File: config.mk
export PLATFORM = sky130hd
export DESIGN_NAME = fifo_flat
export DESIGN_NICKNAME = d
export VERILOG_FILES = /design/src/rtl/fifo_if.sv /design/src/rtl/fifo.sv /design/src/flat_wrapper.sv
export SDC_FILE = /design/constraint.sdc
export NUM_CORES = 1
export LEC_CHECK = 0
export BUFFER_PORTS_ARGS = -buffer_cell sky130_fd_sc_hd__buf_2
export CAP_MARGIN = 10
export CORE_MARGIN = 4
export CORE_UTILIZATION = 40
export CTS_CLUSTER_DIAMETER = 30
export DETAILED_ROUTE_END_ITERATION = 8
export PLACE_DENSITY_LB_ADDON = 0.12
export SLEW_MARGIN = 5
export SYNTH_ARGS = -nofsm -noshare
export SYNTH_HDL_FRONTEND = slang
export SYNTH_SLANG_ARGS = --single-unit
File: constraint.sdc
create_clock -name clk -period 6.98 [get_ports clk]
set_clock_uncertainty 0.15 [all_clocks]
set_input_delay 0.349 -clock clk [delete_from_list [all_inputs] [get_ports clk]]
set_output_delay 0.349 -clock clk [all_outputs]
set_load 0.02 [all_outputs]
File: src/rtl/fifo_if.sv
// rtl/fifo_if.sv - producer/consumer handshake bundle for the fifo block
//
// Purpose: groups the FIFO data and status signals so the producer/consumer
// side and the FIFO itself connect through a single port.
// Signals:
//   data_in   write data from the producer
//   wr        write request, level-sensitive
//   rd        read request, level-sensitive
//   data_out  registered read data
//   empty     fifo_cnt == 0
//   full      fifo_cnt == DEPTH
//   fifo_cnt  number of stored entries
// Modports:
//   master    producer/consumer side (drives data_in, wr, rd)
//   slave     FIFO side (drives data_out, empty, full, fifo_cnt)
interface fifo_if #(
  parameter int DATA_WIDTH = 8,
  parameter int CNT_WIDTH  = 4
);
  logic [DATA_WIDTH-1:0] data_in;
  logic                  wr;
  logic                  rd;
  logic [DATA_WIDTH-1:0] data_out;
  logic                  empty;
  logic                  full;
  logic [CNT_WIDTH-1:0]  fifo_cnt;

  modport master (
    output data_in, wr, rd,
    input  data_out, empty, full, fifo_cnt
  );

  modport slave (
    input  data_in, wr, rd,
    output data_out, empty, full, fifo_cnt
  );
endinterface

File: src/rtl/fifo.sv
// rtl/fifo.sv - single-clock 8x8 FIFO with registered read data
//
// Purpose: synchronous first-in/first-out buffer between a producer and a
// consumer in the same clock domain. Popped data appears on data_out right
// after the clock edge that accepts the read.
// Ports:
//   clk  single clock, all state updates on the rising edge
//   rst  synchronous active-low reset
//   bus  fifo_if slave modport (data_in, wr, rd in; data_out, empty, full,
//        fifo_cnt out)
module fifo #(
  parameter int DATA_WIDTH = 8,
  parameter int ADDR_WIDTH = 3,
  parameter int CNT_WIDTH  = ADDR_WIDTH + 1
) (
  input  logic   clk,
  input  logic   rst,
  fifo_if.slave  bus
);

  localparam int DEPTH = 2 ** ADDR_WIDTH;

  logic [DATA_WIDTH-1:0] r_mem [DEPTH];
  logic [ADDR_WIDTH-1:0] r_wr_ptr;
  logic [ADDR_WIDTH-1:0] r_rd_ptr;
  logic [CNT_WIDTH-1:0]  r_cnt;
  logic [DATA_WIDTH-1:0] r_data_out;

  logic w_empty;
  logic w_full;
  logic w_wr_en;
  logic w_rd_en;

  // Flags decode the count directly so they move in the same cycle as it.
  assign w_empty = (r_cnt == '0);
  assign w_full  = (r_cnt == CNT_WIDTH'(DEPTH));

  // A write while full and a read while empty are simply not accepted;
  // this also resolves the simultaneous wr/rd cases at the boundaries.
  assign w_wr_en = bus.wr && !w_full;
  assign w_rd_en = bus.rd && !w_empty;

  // Storage is not reset: stale entries are unreachable once the pointers
  // and count are cleared.
  always_ff @(posedge clk) begin
    if (rst && w_wr_en) begin
      r_mem[r_wr_ptr] <= bus.data_in;
    end
  end

  always_ff @(posedge clk) begin
    if (!rst) begin
      r_wr_ptr   <= '0;
      r_rd_ptr   <= '0;
      r_cnt      <= '0;
      r_data_out <= '0;
    end else begin
      if (w_wr_en) begin
        // Pointer width equals log2(DEPTH), so overflow is the modulo wrap.
        r_wr_ptr <= r_wr_ptr + ADDR_WIDTH'(1);
      end
      if (w_rd_en) begin
        // Reads the old array contents, so a same-cycle write never bypasses.
        r_data_out <= r_mem[r_rd_ptr];
        r_rd_ptr   <= r_rd_ptr + ADDR_WIDTH'(1);
      end
      case ({w_wr_en, w_rd_en})
        2'b10:   r_cnt <= r_cnt + CNT_WIDTH'(1);
        2'b01:   r_cnt <= r_cnt - CNT_WIDTH'(1);
        default: r_cnt <= r_cnt;
      endcase
    end
  end

  assign bus.data_out = r_data_out;
  assign bus.empty    = w_empty;
  assign bus.full     = w_full;
  assign bus.fifo_cnt = r_cnt;

endmodule

File: src/flat_wrapper.sv
// flat-port wrapper written by rule: the top's interface ports become plain ports
module fifo_flat 
#(
  parameter int DATA_WIDTH = 8,
  parameter int ADDR_WIDTH = 3,
  parameter int CNT_WIDTH  = ADDR_WIDTH + 1
)
  (clk, rst, bus_data_in, bus_wr, bus_rd, bus_data_out, bus_empty, bus_full, bus_fifo_cnt);
  fifo_if #(.DATA_WIDTH(DATA_WIDTH), .CNT_WIDTH(CNT_WIDTH)) bus_i ();
  input  logic clk;
  input  logic rst;
  input wire logic [$bits(bus_i.data_in)-1:0] bus_data_in;
  input wire logic [$bits(bus_i.wr)-1:0] bus_wr;
  input wire logic [$bits(bus_i.rd)-1:0] bus_rd;
  output wire logic [$bits(bus_i.data_out)-1:0] bus_data_out;
  output wire logic [$bits(bus_i.empty)-1:0] bus_empty;
  output wire logic [$bits(bus_i.full)-1:0] bus_full;
  output wire logic [$bits(bus_i.fifo_cnt)-1:0] bus_fifo_cnt;
  assign bus_i.data_in = bus_data_in;
  assign bus_i.wr = bus_wr;
  assign bus_i.rd = bus_rd;
  assign bus_data_out = bus_i.data_out;
  assign bus_empty = bus_i.empty;
  assign bus_full = bus_i.full;
  assign bus_fifo_cnt = bus_i.fifo_cnt;
  fifo #(.DATA_WIDTH(DATA_WIDTH), .ADDR_WIDTH(ADDR_WIDTH), .CNT_WIDTH(CNT_WIDTH)) u_core (.clk(clk), .rst(rst), .bus(bus_i));
endmodule
# Word-level counts from Yosys, hierarchy flattened
# Memories as Yosys holds them, arrays and structs flattened. A register that Yosys moved wholly into a read port is not among the register bits.
# Cells that the tools add are included.
# W data, S select, Z words.
[op_classes] n_eq_ne=3 add_sub_neg=4 reduce_logical=8 muxes=3
[ops] operator="$pmux W4 S2" n=1
[ops] operator="$add A3 B1 Y3 const B" n=2
[ops] operator="$add A4 B1 Y4 const B" n=1
[ops] operator="$eq A4 B4 Y1 const B" n=1
[ops] operator="$logic_not A4 Y1" n=1
[ops] operator="$sub A4 B1 Y4 const B" n=1
[ops] operator="$logic_and A1 B1 Y1" n=3
[ops] operator="$logic_not A1 Y1" n=3
[ops] operator="$eq A2 B1 Y1 const B" n=1
[ops] operator="$eq A2 B2 Y1 const B" n=1
[ops] operator="$mux W1" n=2
[ops] operator="$reduce_bool A2 Y1" n=1
[totals] out_inout_bits=14 ff_bits=10 n_memories=1 inputBits=12 ram_bits=64
[memory_table] name="u_core.r_mem" words=8 word_bits=8 rd=1 rd_clocked_by_memory_dff=1 write_ports=1 line_no="fifo.sv:23" text="logic [DATA_WIDTH-1:0] r_mem [DEPTH];"

# Logic depth before layout (Yosys ltp)
# Gate-level depths: netlist of run 1.
[depth] ltp_word=6 ltp_mapped=9

# Worst setup path before layout of run 1
# Ideal clock, no wire load.
[synth_timing] path_kind="reg-to-reg" from="register u_core.r_cnt[0], in the netlist u_core.bus.fifo_cnt[0]" to="register u_core.r_cnt[3], in the netlist u_core.bus.fifo_cnt[3]" path_stages_with_launch=10 setup_ns=0.072 path_buffers=1 arrival_ns=2.340 setup_slack_ns=4.418 cell_sequence="dfxtp_1 or4b_1 buf_6 nand2_8 ha_1 ha_1 a21o_1 a21oi_1 mux2i_1 mux2i_1"
[synth_between] elab_chain_cells=5 word_cells_on_any_way=12 cone_classes="2 x add/sub; 3 x eq/ne; 1 x mux; 6 x reduce/logical"
[synth_lines] item="start: declaration" line_no="fifo.sv:26" text="logic [CNT_WIDTH-1:0] r_cnt;"
[synth_lines] item="start signal: assignment" line_no="fifo.sv:68" text="2'b10: r_cnt <= r_cnt + CNT_WIDTH'(1);"
[synth_lines] item="start signal: assignment" line_no="fifo.sv:69" text="2'b01: r_cnt <= r_cnt - CNT_WIDTH'(1);"
[synth_lines] item="start signal: assignment" line_no="fifo.sv:70" text="default: r_cnt <= r_cnt;"
[synth_lines] item="$eq A4 B4 Y1 / $logic_not A4 Y1 (equally long branches)" line_no="fifo.sv:36, fifo.sv:35"
[synth_lines] item="$logic_not A1 Y1, on equally long branches" line_no="fifo.sv:40, fifo.sv:41"
[synth_lines] item="$logic_and A1 B1 Y1, on equally long branches" line_no="fifo.sv:40, fifo.sv:41"
[synth_lines] item="$eq A2 B1 Y1 / $eq A2 B2 Y1 (equally long branches)" line_no="fifo.sv:67" text="case ({w_wr_en, w_rd_en})"
[synth_lines] item="$pmux W4 S2 / $reduce_bool A2 Y1 (equally long branches)"
# Parallel ways exist; a longest one is shown, timed or not.
# A chain may end at the register's enable or synchronous reset.

# Worst setup path after layout of run 1
# Ends and elaborated chain as after synthesis.

==> results of run 1 <==
==> per-layer routing <==
metal,wire (um),part of all wire [%],vias up,global-route usage (%)
met3,166,2.8,5,2.71
met2,3080,51,31,22.7
met5,0,0,-,0
met4,52,0.86,0,5.96
li1,-,-,801,-
met1,2730,45,873,17.2
==> final cells by class <==
cell class,instances,area share (%)
multi-input combinational,97,25.1
timing repair buffer,28,4.04
inverter,4,0.411
tap,102,3.49
sequential,82,62.5
clock inverter,5,0.856
clock buffer,11,3.60
==> cells by family (layout without fill, tap and decap cells) <==
group                      after synthesis  after routing
DFF                                     82             82
and+or+nand+nor                         44             44
AOI/OAI and AO/OA                       22             22
muxes                                   19             19
buffers and inverters                   13             48
adders and majority gates                6              6
xor gates and xnor gates                 6              6
==> layout by cell type, fill, tap and decap left out, types with 3 or more instances in the layout <==
| master | n |
|---|---|
| inv_1 | 4 |
| nor4_1 | 3 |
| clkbuf_8 | 9 |
| ha_1 | 5 |
| o21ai_0 | 10 |
| mux2i_1 | 3 |
| xnor2_1 | 4 |
| o22ai_1 | 8 |
| and2_1 | 7 |
| nor2_1 | 12 |
| nand3_1 | 3 |
| nand2_1 | 8 |
| buf_4 | 3 |
| buf_2 | 25 |
| mux4_2 | 16 |
| edfxtp_1 | 64 |
| nor3_2 | 4 |
| dfxtp_1 | 18 |
==> through the flow <==
step | area [um2] | hold slack (ns) | total power [mW] | utilization (%) | cells
floorplan | 3240 | 0.298 | 0.829 | - | 192
global placement | 3490 | 0.344 | 0.906 | 44.7 | 313
detailed placement | 3490 | 0.357 | 0.919 | 44.7 | 313
CTS | 3650 | 0.111 | 1.21 | 46.8 | 329
global route | 3650 | 0.122 | 1.26 | 46.8 | 329
finish | 3650 | 0.130 | 1.19 | 46.8 | 329
==> state kept, by name, indices dropped and copies added (netlist names) <==
| register | cells |
|---|---|
| u_core.bus.data_out | 8 |
| u_core.bus.fifo_cnt | 4 |
| u_core.r_mem | 64 |
| u_core.r_rd_ptr | 3 |
| u_core.r_wr_ptr | 3 |
==> where the power goes <==
group / internal [mW] / total (mW) / switching [mW]
Clock: 0.128 / 0.286 / 0.158
Combinational: 0.124 / 0.293 / 0.170
Sequential: 0.570 / 0.608 / 0.0378
Total: 0.822 / 1.19 / 0.366
==> worst max-delay path by stage <==
stage	slack, ns	cells past startpoint	startpoint	to
global placement	4.33	8	u_core.bus.fifo_cnt[0]$_SDFFE_PN0P_	u_core.bus.fifo_cnt[3]$_SDFFE_PN0P_
finish	4.18	8	u_core.bus.fifo_cnt[0]$_SDFFE_PN0P_	u_core.bus.fifo_cnt[3]$_SDFFE_PN0P_
floorplan	4.42	9	u_core.bus.fifo_cnt[0]$_SDFFE_PN0P_	u_core.bus.fifo_cnt[3]$_SDFFE_PN0P_
CTS	4.17	8	u_core.bus.fifo_cnt[0]$_SDFFE_PN0P_	u_core.bus.fifo_cnt[3]$_SDFFE_PN0P_
detailed placement	4.19	8	u_core.bus.fifo_cnt[0]$_SDFFE_PN0P_	u_core.bus.fifo_cnt[3]$_SDFFE_PN0P_
global route	4.03	8	u_core.bus.fifo_cnt[0]$_SDFFE_PN0P_	u_core.bus.fifo_cnt[3]$_SDFFE_PN0P_
==> synth_stat cells, drive strengths merged <==
| cell type | instances | area share, % |
|---|---|---|
| a21boi | 1 | 0.23 |
| a21o | 1 | 0.23 |
| a21oi | 1 | 0.15 |
| and2 | 7 | 1.3 |
| buf | 6 | 1.2 |
| clkbuf | 3 | 0.35 |
| dfxtp | 18 | 11 |
| edfxtp | 64 | 59 |
| fa | 1 | 0.62 |
| ha | 5 | 1.9 |
| inv | 4 | 0.46 |
| mux2i | 3 | 0.93 |
| mux4 | 16 | 11 |
| nand2 | 9 | 1.5 |
| nand2b | 2 | 0.39 |
| nand3 | 4 | 0.77 |
| nor2 | 12 | 1.4 |
| nor2b | 1 | 0.19 |
| nor3 | 4 | 0.62 |
| nor4 | 3 | 0.58 |
| o21ai | 10 | 1.5 |
| o22ai | 8 | 1.5 |
| o41a | 1 | 0.35 |
| or3b | 1 | 0.27 |
| or4b | 1 | 0.31 |
| xnor2 | 4 | 1.1 |
| xor2 | 2 | 0.54 |
==> flow_summary.yaml, run 1 <==
clock_tree:
  clkSlewWorstSetupHoldPaths_ns: 0.08
  cts_setup_buffers: 0
  holdBufCountCts: 0
  cts_buffers: 9
  ctsRootBufferMaster: "clkbuf_8"
  clkLatencyLatePin_ns: 0.33
  htreeDepth: 3
  post_cts_resized: 0
  numClockSinks: 82
  cts_tree: "done"
  cts.path.max_buffers: 2
pwr:
  p_leak_nw: 1.26
  powerDensity_nw_per_um2: 325
  ir_drop_uv: 118
synthesis:
  seq_area_frac_synth_pct: 70.3
  yosys.area_share.xor_xnor_pct: 1.62
  synth_top_family_by_area: "multiplexers"
  synthSimpleGateAreaFrac_pct: 7.40
  muxShareOfSynthArea_pct: 12.0
  ys_types: 31
  netlist_instances: 192
  ys.warnings.count: 0
  synth_compound_area_share_pct: 4.05
  avgSynthCellArea_um2: 16.9
  synth_nets: 210
  synth-adder-area-share_pct: 2.55
  syn_area_um2: 3240
  synth-seq-cells: 82
worst_setup_path:
  rrSetupSlack_ns: 4.18
  critical_path_buf_inv_count: 0
  worstSetupPathType: "reg -> reg"
  r2r-start: "u_core.bus.fifo_cnt[0]$_SDFFE_PN0P_"
  cp_slowest_stage_delay_ns: 0.73
  cp_top_family: "simple AND/OR/NAND/NOR gates"
  endpoint_kind: "flop"
  crit_fanout: 7
  path_cells: "or4b_1, nand2_8, ha_1, ha_1, a21o_1, a21oi_1, mux2i_1, mux2i_1"
  critPathRequiredTime_ns: 7.10
  cp_data_arrival_time_ns: 2.92
  crit_slowest_cell: "or4b_1"
  reg2reg_to: "u_core.bus.fifo_cnt[3]$_SDFFE_PN0P_"
  rr_worst_depth: 8
  worstSetupStartpointType: "flop"
worst_hold_path:
  worstHoldStart: "bus_data_in[1]"
  min_to: "u_core.r_mem[6][1]$_DFFE_PP_"
  hold_path.class: "in -> reg"
  worstHoldPathCells: 1
floorplanning:
  die_x_um: 98.1
  core_area_um2: 7810
  row_count: 32
  io_pins: 26
  start_util_pct: 41.6
  die-area_um2: 9620
  fp.dieH_um: 98.1
final_layout:
  nets: 240
  regArea_um2: 2280
  multiInputGateArea_um2: 917
  drive_gt1_share_pct: 28.2
  syn2layout_area_growth_pct: 12.6
  diodes: 0
  fillCellCount: 692
status:
  status: "complete, no violations"
routing:
  totalWireLength_mm: 6.03
  drtIter0Drc: 36
  drc: 0
  ant_nets: 0
  num_vias: 1710
  post_drt_wl_per_cell_um: 18.3
  drtPass1Iterations: 4
  vias_per_cell: 5.20
sta:
  final-setup-viol-count: 0
  setup_ws_ns: 4.18
  setup_tns_ns: 0
  rsz0062_at_grt: "no"
  hold_violations: 0
  report.final.slew_viol_count: 0
  final.period_utilization_pct: 40.2
  slew_headroom_pct: 35.7
  max_freq_mhz: 357
  fin_crit_ns: 2.80
  worstMarginPinSlew_ns: 0.962
placement:
  routabilityCongestion: 0.825
  portBuffers: 25
  preCtsSetupSlack_ns: 4.19
  place_hpwl_mm: 3.95
global_routing:
  grt_pass1_vias: 1831
  grt_util_all_layers_pct: 13.6
  antenna_found_initial: 0
  grt_max_degree: 24
  overflow: 0
  grt_first_pass_wirelength_mm: 9.64
flow_run:
  drv_cap: 0
(Power assumes the default switching activity.)
==> inputs of run 2 (changes only) <==
clock period = 2.9 ns   (was 6.98 ns; I/O delays follow)
==> flow_summary.yaml, run 2 (synthesis results as in run 1) <==
sta:
  final-setup-viol-count: 0
  slew_headroom_pct: 44.2
  hold_violations: 0
  fin_crit_ns: 2.81
  rsz0062_at_grt: "no"
  worstMarginPinSlew_ns: 0.836
  final.period_utilization_pct: 96.8
  report.final.slew_viol_count: 0
  max_freq_mhz: 356
  setup_tns_ns: 0
clock_tree:
  cts.path.max_buffers: 2
  post_cts_resized: 0
  holdBufCountCts: 9
  clkLatencyLatePin_ns: 0.33
  ctsRootBufferMaster: "clkbuf_8"
  cts_tree: "done"
  cts_buffers: 9
  cts_setup_buffers: 0
  clkSlewWorstSetupHoldPaths_ns: 0.08
  htreeDepth: 3
  numClockSinks: 82
final_layout:
  mostFrequentLayoutCell: "edfxtp_1"
  syn2layout_area_growth_pct: 16.6
  fin_cells: 346
  diodes: 0
  post-route-cell-area_um2: 3780
  mostFrequentLayoutCells: "edfxtp_1, buf_2, dfxtp_1"
  nets: 257
  top_register: "u_core.r_mem"
  drive_gt1_share_pct: 28.3
  largest_reg_flops: 64
floorplanning:
  fp.dieH_um: 98.1
  core_area_um2: 7810
  io_pins: 26
  die-area_um2: 9620
  start_util_pct: 41.6
  row_count: 32
  die_x_um: 98.1
worst_setup_path:
  critPathRequiredTime_ns: 3.01
  r2r-start: "u_core.bus.fifo_cnt[1]$_SDFFE_PN0P_"
  cp_data_arrival_time_ns: 2.92
  reg2reg_to: "u_core.bus.fifo_cnt[3]$_SDFFE_PN0P_"
  worstSetupPathType: "reg -> reg"
  rrSetupSlack_ns: 0.09
  rr_worst_depth: 8
  crit_slowest_cell: "or4b_1"
  startpoint: "u_core.bus.fifo_cnt[1]$_SDFFE_PN0P_"
  cp_slowest_stage_delay_ns: 0.71
  endpoint_kind: "flop"
  crit_fanout: 7
  worstSetupStartpointType: "flop"
  path_cells: "or4b_1, nand2_8, ha_1, ha_1, a21o_1, a21oi_1, mux2i_1, mux2i_1"
placement:
  portBuffers: 25
  routabilityCongestion: 0.797
  dp_cells: 321
  place_hpwl_mm: 4.11
  dpl_cell_area_um2: 3530
global_routing:
  grt_first_pass_wirelength_mm: 10.3
  overflow: 0
  top_usage_layer: "met2"
  grtUsageMet2_pct: 24.6
  grt_pass1_vias: 1896
  gr-usage-met1_pct: 17.5
  grt_util_all_layers_pct: 14.3
  met3_usage_pct: 2.93
  antenna_found_initial: 0
  grt_max_degree: 24
worst_hold_path:
  worstHoldPathCells: 3
  worstHoldStart: "rst"
  hold_path.class: "in -> reg"
  min_to: "u_core.bus.data_out[6]$_SDFFE_PN0P_"
pwr:
  ir_drop_uv: 317
  powerDensity_nw_per_um2: 768
  p_leak_nw: 1.33
  total_power_mw: 2.91
routing:
  drtPass1Iterations: 4
  totalWireLength_mm: 6.45
  num_vias: 1807
  ant_nets: 0
  vias_per_cell: 5.22
  drtIter0Drc: 55
  drc: 0
  post_drt_wl_per_cell_um: 18.6
flow_run:
  drv_cap: 0
status:
  status: "complete, no violations"
run 2: cell count changes in the layout (fill, tap and decap cells not counted):
| cell | before | now |
|---|---|---|
| dlygate4sd3_1 | 0 | 9 |
| clkinv_2 | 2 | 3 |
| nor3_2 | 4 | 0 |
| buf_4 | 3 | 11 |
| clkinv_4 | 2 | 1 |
| nor3_1 | 0 | 4 |
| clkinvlp_4 | 0 | 1 |
| clkbuf_1 | 2 | 1 |
run 2: metrics by stage:
step                      setup WS [ns]  utilization (%)  hold slack [ns]
after floorplan                   0.338                -           0.0939
after global placement            0.285             45.2            0.245
after detailed placement          0.145             45.2            0.271
after CTS                         0.122             48.4           0.0645
after global routing             0.0185             48.4           0.0988
final                            0.0914             48.4           0.0888
run 2: where the power goes:
part | internal, mW | switching, mW
combinational | 0.321 | 0.430
sequential | 1.37 | 0.0834
clock | 0.305 | 0.395
total | 2.00 | 0.908
run 2: final cells by class:
class / count / area (um2)
Inverter: 4 / 15.0
Sequential cell: 82 / 2280
Clock inverter: 6 / 35.0
Clock buffer: 10 / 128
Multi-Input combinational cell: 97 / 897
Timing Repair Buffer: 45 / 298
Fill cell: 688 / 4030
Tap cell: 102 / 128
run 2: how the worst max path moves through the flow:
stage,to,depth (start not counted)
detailed placement,u_core.bus.fifo_cnt[3]$_SDFFE_PN0P_,8
finish,u_core.bus.fifo_cnt[3]$_SDFFE_PN0P_,8
global placement,u_core.bus.fifo_cnt[3]$_SDFFE_PN0P_,8
floorplan,u_core.bus.fifo_cnt[3]$_SDFFE_PN0P_,9
global route,u_core.bus.fifo_cnt[3]$_SDFFE_PN0P_,8
CTS,u_core.bus.fifo_cnt[3]$_SDFFE_PN0P_,8
run 2: per-layer routing:
layer	part of all wire, %	up-vias
met5	0	-
met4	1.1	0
met3	4.3	6
met2	52	48
met1	42	916
li1	-	837
run 2: worst max-delay path: cells and delay by family, from the launching register on:
kind | cells | cell delay (ns)
AOI/OAI and AO/OA | 2 | 0.34
adders and majority gates | 2 | 0.50
DFF | 1 | 0.38
muxes | 2 | 0.49
and+or+nand+nor | 2 | 0.88
